$ cat src/rtl/stack_arb_if.sv
// Requester and stack-side signal bundle for stack_arb.
// slave: arbiter view; master: requesters plus the attached stack.
interface stack_arb_if #(
    parameter int WIDTH = 16,
    parameter int DEPTH = 8
);
    localparam int LW = $clog2(DEPTH) + 1;

    logic             req0;
    logic             req1;
    logic             op0;
    logic             op1;
    logic [WIDTH-1:0] wdata0;
    logic [WIDTH-1:0] wdata1;
    logic             ack0;
    logic             ack1;
    logic             err0;
    logic             err1;
    logic [WIDTH-1:0] rdata0;
    logic [WIDTH-1:0] rdata1;
    logic             stk_push;
    logic             stk_pop;
    logic [WIDTH-1:0] stk_din;
    logic [WIDTH-1:0] stk_dout;
    logic             stk_full;
    logic             stk_empty;
    logic [LW-1:0]    level;

    modport slave (
        input  req0, req1, op0, op1, wdata0, wdata1, stk_dout, stk_full, stk_empty,
        output ack0, ack1, err0, err1, rdata0, rdata1, stk_push, stk_pop, stk_din, level
    );

    modport master (
        output req0, req1, op0, op1, wdata0, wdata1, stk_dout, stk_full, stk_empty,
        input  ack0, ack1, err0, err1, rdata0, rdata1, stk_push, stk_pop, stk_din, level
    );
endinterface

$ cat src/rtl/stack_arb.sv
// Two-requester push/pop arbiter in front of a single stack.
// Define STACK_ARB_RR_EN for round-robin; otherwise requester 0 has fixed priority.
module stack_arb #(
    parameter int WIDTH = 16,
    parameter int DEPTH = 8
) (
    input logic        clk,
    input logic        rst,
    stack_arb_if.slave bus
);
    localparam int            LW     = $clog2(DEPTH) + 1;
    localparam logic [LW-1:0] LvlMax = LW'(DEPTH);

    typedef enum logic [1:0] {StIdle, StIssue, StResp} state_e;

    state_e           r_state;
    logic             r_gnt;
    logic [1:0]       r_ack;
    logic [1:0]       r_err;
    logic             r_push;
    logic             r_pop;
    logic [WIDTH-1:0] r_din;
    logic [WIDTH-1:0] r_rdata0;
    logic [WIDTH-1:0] r_rdata1;
    logic [LW-1:0]    r_level;

    logic             w_any;
    logic             w_gnt;
    logic             w_op;
    logic             w_refuse;
    logic [WIDTH-1:0] w_wdata;

    assign w_any = bus.req0 | bus.req1;

`ifdef STACK_ARB_RR_EN
    // r_rr_ptr names the requester favoured on the next simultaneous request.
    logic r_rr_ptr;
    assign w_gnt = (bus.req0 && bus.req1) ? r_rr_ptr : (bus.req1 & ~bus.req0);
`else
    assign w_gnt = ~bus.req0;
`endif

    assign w_op     = w_gnt ? bus.op1 : bus.op0;
    assign w_wdata  = w_gnt ? bus.wdata1 : bus.wdata0;
    assign w_refuse = w_op ? bus.stk_empty : bus.stk_full;

    always_ff @(posedge clk or posedge rst) begin
        if (rst) begin
            r_state  <= StIdle;
            r_gnt    <= 1'b0;
            r_ack    <= 2'b00;
            r_err    <= 2'b00;
            r_push   <= 1'b0;
            r_pop    <= 1'b0;
            r_din    <= '0;
            r_rdata0 <= '0;
            r_rdata1 <= '0;
            r_level  <= '0;
`ifdef STACK_ARB_RR_EN
            r_rr_ptr <= 1'b0;
`endif
        end else begin
            unique case (r_state)
                StIdle: begin
                    if (w_any) begin
                        r_gnt <= w_gnt;
`ifdef STACK_ARB_RR_EN
                        r_rr_ptr <= ~w_gnt;
`endif
                        if (w_refuse) begin
                            r_ack[w_gnt] <= 1'b1;
                            r_err[w_gnt] <= 1'b1;
                            r_state      <= StResp;
                        end else begin
                            r_push  <= ~w_op;
                            r_pop   <= w_op;
                            r_din   <= w_wdata;
                            r_state <= StIssue;
                            if (w_op) begin
                                // Top word is captured before the stack moves on the ISSUE edge.
                                if (w_gnt) r_rdata1 <= bus.stk_dout;
                                else       r_rdata0 <= bus.stk_dout;
                                if (r_level != '0) r_level <= r_level - LW'(1);
                            end else if (r_level != LvlMax) begin
                                r_level <= r_level + LW'(1);
                            end
                        end
                    end
                end
                StIssue: begin
                    r_push       <= 1'b0;
                    r_pop        <= 1'b0;
                    r_ack[r_gnt] <= 1'b1;
                    r_state      <= StResp;
                end
                StResp: begin
                    r_ack   <= 2'b00;
                    r_err   <= 2'b00;
                    r_state <= StIdle;
                end
                default: r_state <= StIdle;
            endcase
        end
    end

    assign bus.ack0     = r_ack[0];
    assign bus.ack1     = r_ack[1];
    assign bus.err0     = r_err[0];
    assign bus.err1     = r_err[1];
    assign bus.rdata0   = r_rdata0;
    assign bus.rdata1   = r_rdata1;
    assign bus.stk_push = r_push;
    assign bus.stk_pop  = r_pop;
    assign bus.stk_din  = r_din;
    assign bus.level    = r_level;
endmodule

$ cat src/flat_wrapper.sv
// flat-port wrapper written by rule: the top's interface ports become plain ports
module stack_arb_flat 
#(
    parameter int WIDTH = 16,
    parameter int DEPTH = 8
)
  (clk, rst, bus_req0, bus_req1, bus_op0, bus_op1, bus_wdata0, bus_wdata1, bus_stk_dout, bus_stk_full, bus_stk_empty, bus_ack0, bus_ack1, bus_err0, bus_err1, bus_rdata0, bus_rdata1, bus_stk_push, bus_stk_pop, bus_stk_din, bus_level);
  stack_arb_if #(.WIDTH(WIDTH), .DEPTH(DEPTH)) bus_i ();
  input logic clk;
  input logic rst;
  input wire logic [$bits(bus_i.req0)-1:0] bus_req0;
  input wire logic [$bits(bus_i.req1)-1:0] bus_req1;
  input wire logic [$bits(bus_i.op0)-1:0] bus_op0;
  input wire logic [$bits(bus_i.op1)-1:0] bus_op1;
  input wire logic [$bits(bus_i.wdata0)-1:0] bus_wdata0;
  input wire logic [$bits(bus_i.wdata1)-1:0] bus_wdata1;
  input wire logic [$bits(bus_i.stk_dout)-1:0] bus_stk_dout;
  input wire logic [$bits(bus_i.stk_full)-1:0] bus_stk_full;
  input wire logic [$bits(bus_i.stk_empty)-1:0] bus_stk_empty;
  output wire logic [$bits(bus_i.ack0)-1:0] bus_ack0;
  output wire logic [$bits(bus_i.ack1)-1:0] bus_ack1;
  output wire logic [$bits(bus_i.err0)-1:0] bus_err0;
  output wire logic [$bits(bus_i.err1)-1:0] bus_err1;
  output wire logic [$bits(bus_i.rdata0)-1:0] bus_rdata0;
  output wire logic [$bits(bus_i.rdata1)-1:0] bus_rdata1;
  output wire logic [$bits(bus_i.stk_push)-1:0] bus_stk_push;
  output wire logic [$bits(bus_i.stk_pop)-1:0] bus_stk_pop;
  output wire logic [$bits(bus_i.stk_din)-1:0] bus_stk_din;
  output wire logic [$bits(bus_i.level)-1:0] bus_level;
  assign bus_i.req0 = bus_req0;
  assign bus_i.req1 = bus_req1;
  assign bus_i.op0 = bus_op0;
  assign bus_i.op1 = bus_op1;
  assign bus_i.wdata0 = bus_wdata0;
  assign bus_i.wdata1 = bus_wdata1;
  assign bus_i.stk_dout = bus_stk_dout;
  assign bus_i.stk_full = bus_stk_full;
  assign bus_i.stk_empty = bus_stk_empty;
  assign bus_ack0 = bus_i.ack0;
  assign bus_ack1 = bus_i.ack1;
  assign bus_err0 = bus_i.err0;
  assign bus_err1 = bus_i.err1;
  assign bus_rdata0 = bus_i.rdata0;
  assign bus_rdata1 = bus_i.rdata1;
  assign bus_stk_push = bus_i.stk_push;
  assign bus_stk_pop = bus_i.stk_pop;
  assign bus_stk_din = bus_i.stk_din;
  assign bus_level = bus_i.level;
  stack_arb #(.WIDTH(WIDTH), .DEPTH(DEPTH)) u_core (.clk(clk), .rst(rst), .bus(bus_i));
endmodule
$ cat config.mk
export PLATFORM = sky130hd
export DESIGN_NAME = stack_arb_flat
export DESIGN_NICKNAME = d
export VERILOG_FILES = /design/src/rtl/stack_arb_if.sv /design/src/rtl/stack_arb.sv /design/src/flat_wrapper.sv
export SDC_FILE = /design/constraint.sdc
export NUM_CORES = 1
export LEC_CHECK = 0
export CAP_MARGIN = 30
export CELL_PAD_IN_SITES_DETAIL_PLACEMENT = 0
export CELL_PAD_IN_SITES_GLOBAL_PLACEMENT = 2
export CORE_ASPECT_RATIO = 1.4
export CORE_MARGIN = 3
export CORE_UTILIZATION = 24
export DETAILED_ROUTE_END_ITERATION = 12
export PLACE_DENSITY = 0.75
export SYNTH_ARGS = -nofsm -noshare
export SYNTH_HDL_FRONTEND = slang
export SYNTH_SLANG_ARGS = --single-unit
$ cat constraint.sdc
create_clock -name clk -period 1.65 [get_ports clk]
set_input_delay 0.2475 -clock clk [delete_from_list [all_inputs] [get_ports clk]]
set_output_delay 0.2475 -clock clk [all_outputs]
set_load 0.01 [all_outputs]
==> results of run 1 <==
## power breakdown
part | total [mW] | internal [mW] | switching [mW]
Combinational | 2.68 | 1.68 | 1.01
Clock | 2.11 | 1.48 | 0.626
Sequential | 2.47 | 2.09 | 0.381
Total | 7.26 | 5.25 | 2.01
## area by class of cell
cell class	instances	area, µm²
clock inverters	3	65.1
clock buffers	13	280
fillers	1082	6470
multi-input cells	137	1140
inverters	6	26.3
well taps	141	176
flip-flops and latches	61	1530
repair buffers	134	1340
## logic make-up (layout without fill, tap and decap cells)
kind of cell               after synthesis  after routing  share of synthesized area [%]
DFF                                     61             61                           55.3
xor gates and xnor gates                 3              3                          0.953
muxes                                   55             55                           23.3
adders and majority gates                3              3                           1.63
and+or+nand+nor                         40             40                           7.71
buffers and inverters                   17            156                           3.76
AOI/OAI and AO/OA                       36             36                           7.35
## through the flow
step                utilization (%)  setup TNS, ns  instance area (µm²)
floorplan                         -              0                 2780
finish                         41.4              0                 4560
global route                   41.4              0                 4560
detailed placement             38.2         -19.21                 4210
global placement               38.2         -18.67                 4210
CTS                            41.3              0                 4560
## tightest hold or removal path, stage by stage
cell             delay [ns]
clkdlybuf4s50_1        0.44
clkinvlp_4             0.10
buf_12                 0.29
## per-layer routing
layer | wire length, µm | vias to the layer above | track usage [%]
li1 | - | 1026 | -
met1 | 2840 | 981 | 13.1
met2 | 3220 | 86 | 17.2
met3 | 467 | 7 | 3.96
met4 | 92 | 0 | 4.06
met5 | 0 | - | 0
## path summary, 6_finish.rpt
path,startpoint,endpoint,slack [ns],cells after the start
worst min-delay path,rst,u_core.r_gnt$_DFFE_PP0P_,0.37,3
worst max register to register,u_core.r_state[0]$_DFFE_PP0P_,u_core.bus.rdata1[5]$_DFFE_PP0P_,0.11,4
max in group asynchronous,rst,u_core.bus.stk_din[4]$_DFFE_PP0P_,1.01,3
min in group clk,u_core.bus.stk_din[1]$_DFFE_PP0P_,u_core.bus.stk_din[1]$_DFFE_PP0P_,0.47,2
worst min register to register,u_core.bus.stk_din[1]$_DFFE_PP0P_,u_core.bus.stk_din[1]$_DFFE_PP0P_,0.47,2
worst max-delay path,u_core.bus.level[1]$_DFFE_PP0P_,bus_level[1],0.09,1
## layout by cell type, fill, tap and decap left out, types with 2 or more instances in the layout
cell type        count
nand2_1             21
bufinv_16            2
buf_4               17
clkdlybuf4s50_1    110
o21ai_0             19
mux2_1               3
dlymetal6s2s_1       2
a31oi_1              2
inv_2                3
mux2_2              20
clkbuf_16            9
nor2_1               8
mux2_4              10
o31ai_1              2
dfrtp_1             59
a21oi_1              7
clkbuf_8             4
buf_12               4
inv_1                2
xnor2_1              2
nor2b_1              2
mux2i_1             21
dfrtp_2              2
## repair_timing
| action | 4_1_cts | 5_1_grt |
|---|---|---|
| resized for setup | 2 | 3 |
| hold endpoints to repair | 0 | 0 |
| pin swaps | 0 | 1 |
| setup endpoints to repair | 19 | 2 |
## sequential cells by signal, indices dropped and copies added, names as in the netlist
| signal | flops |
|---|---|
| u_core.r_err | 2 |
| u_core.bus.stk_din | 16 |
| u_core.r_gnt | 1 |
| u_core.bus.stk_push | 1 |
| u_core.bus.stk_pop | 1 |
| u_core.r_state | 2 |
| u_core.bus.rdata0 | 16 |
| u_core.r_ack | 2 |
| u_core.bus.rdata1 | 16 |
| u_core.bus.level | 4 |
==> results.ini, run 1 <==
[die]
io_pins = 114
initial_core_util_pct = 25.0
fp.dieH_um = 133
fp-row-count = 45
coreArea_um2 = 11000
dieArea_um2 = 12800
die_w_um = 96.6

[routing]
via_count = 2100
drc = 0
first_pass_iters = 4
antenna_left = 0
wl_um = 6620
drt_iter0_markers = 38
post_drt_wl_per_cell_um = 13.4
vias_per_cell = 4.24

[placed_design]
portBuffers = 113
dp_slack_ns = -0.503
placed_cells = 479
detailed_place_hpwl_um = 5110
place_congestion = 0.801

[grt]
grtUsageTotal_pct = 10.7
antenna_found_initial = 0
grt_pass1_vias = 2218
grt_max_degree = 62
grt-ovfl-total = 0
grt_pass1_wl_um = 11100

[worst_setup_path]
crit_fanout = 5
path_class = register to output pin
critical_path_buf_inv_count = 1
crit_path_end_kind = output pin
cp_cell_sequence = clkdlybuf4s50_1
crit_slowest_cell = clkdlybuf4s50_1
start_kind = register
critPathRequiredTime_ns = 1.40
cpPeakStageDelay_ns = 0.57
critPathTopFamily = buffers and inverters
critPathArrivalTime_ns = 1.31

[synthesis]
synth_area_leader_cell = dfrtp_1
ys_ff_latch = 61
synth-main-ff-cell = dfrtp_1
synth-async-reset-ratio_pct = 100
synth.cell_area_um2 = 2760
synth_seq_area_share_pct = 55.3
syn-instance-count = 215
yosysWarnings = 0
synth_commonest_cells = dfrtp_1 (61), mux2i_1 (21), nand2_1 (21)
synth.top_cell.area_share_pct = 55.3
synth_nets = 274
synth-edff-count = 0
synth_cell_types = 38
syn_area_per_cell_um2 = 12.8
yosysMostFrequentCell = dfrtp_1
netlist_top_cells_area = dfrtp_1 (55%), mux2_2 (8.2%), mux2i_1 (7.6%), mux2_4 (5.4%), o21ai_0 (3.4%)

[timing]
max-slew-margin-rel_pct = 77.9
post-route-period-util_pct = 94.7
setup_ws_ns = 0.0881
setup_violations = 0
hold_slack_ns = 0.368
max_freq_mhz = 640
tightestPinTransition_ns = 0.332
hold_violations = 0
slew_violations = 0
rsz0062_at_grt = no
fin_skew_ns = 0.00406
min_period_ns = 1.56

[clock_tree]
cts_tree = done
insertion_delay_ns = 0.32
cts_post_setup_buffers_inserted = 0
cts-root-buf = clkbuf_16
cts.clk_slew.worst_paths_ns = 0.05
cts_max_path_buffers = 2
ctsHoldBuffers = 0
h-tree-depth = 3
numCtsBuffers = 9
cts.sinks = 61

[finish]
layout-drive-gt1-share_pct = 22.3
finalNonFillerCells = 495
diodes = 0
fin_nets = 408
area_growth_pct = 65.4

[job]
max_cap_viol_count = 0

[power_and_ir_drop]
ir_drop_v = 0.000715
cellPowerDensity_nw_per_um2 = 1590
power.total_mw = 7.26
power.leakage_nw = 2.02

[status]
outcome = complete, no violations

[hold_path]
hold_path_class = input port to asynchronous set/reset pin

(Power assumes the default switching activity.)
==> run 2: changes to the inputs <==
Settings changed: CTS_BUF_LIST from default to sky130_fd_sc_hd__clkbuf_8 sky130_fd_sc_hd__clkbuf_16.
==> results of run 2 <==
No change in the layout: final DEF, timing and power equal those of run 1.
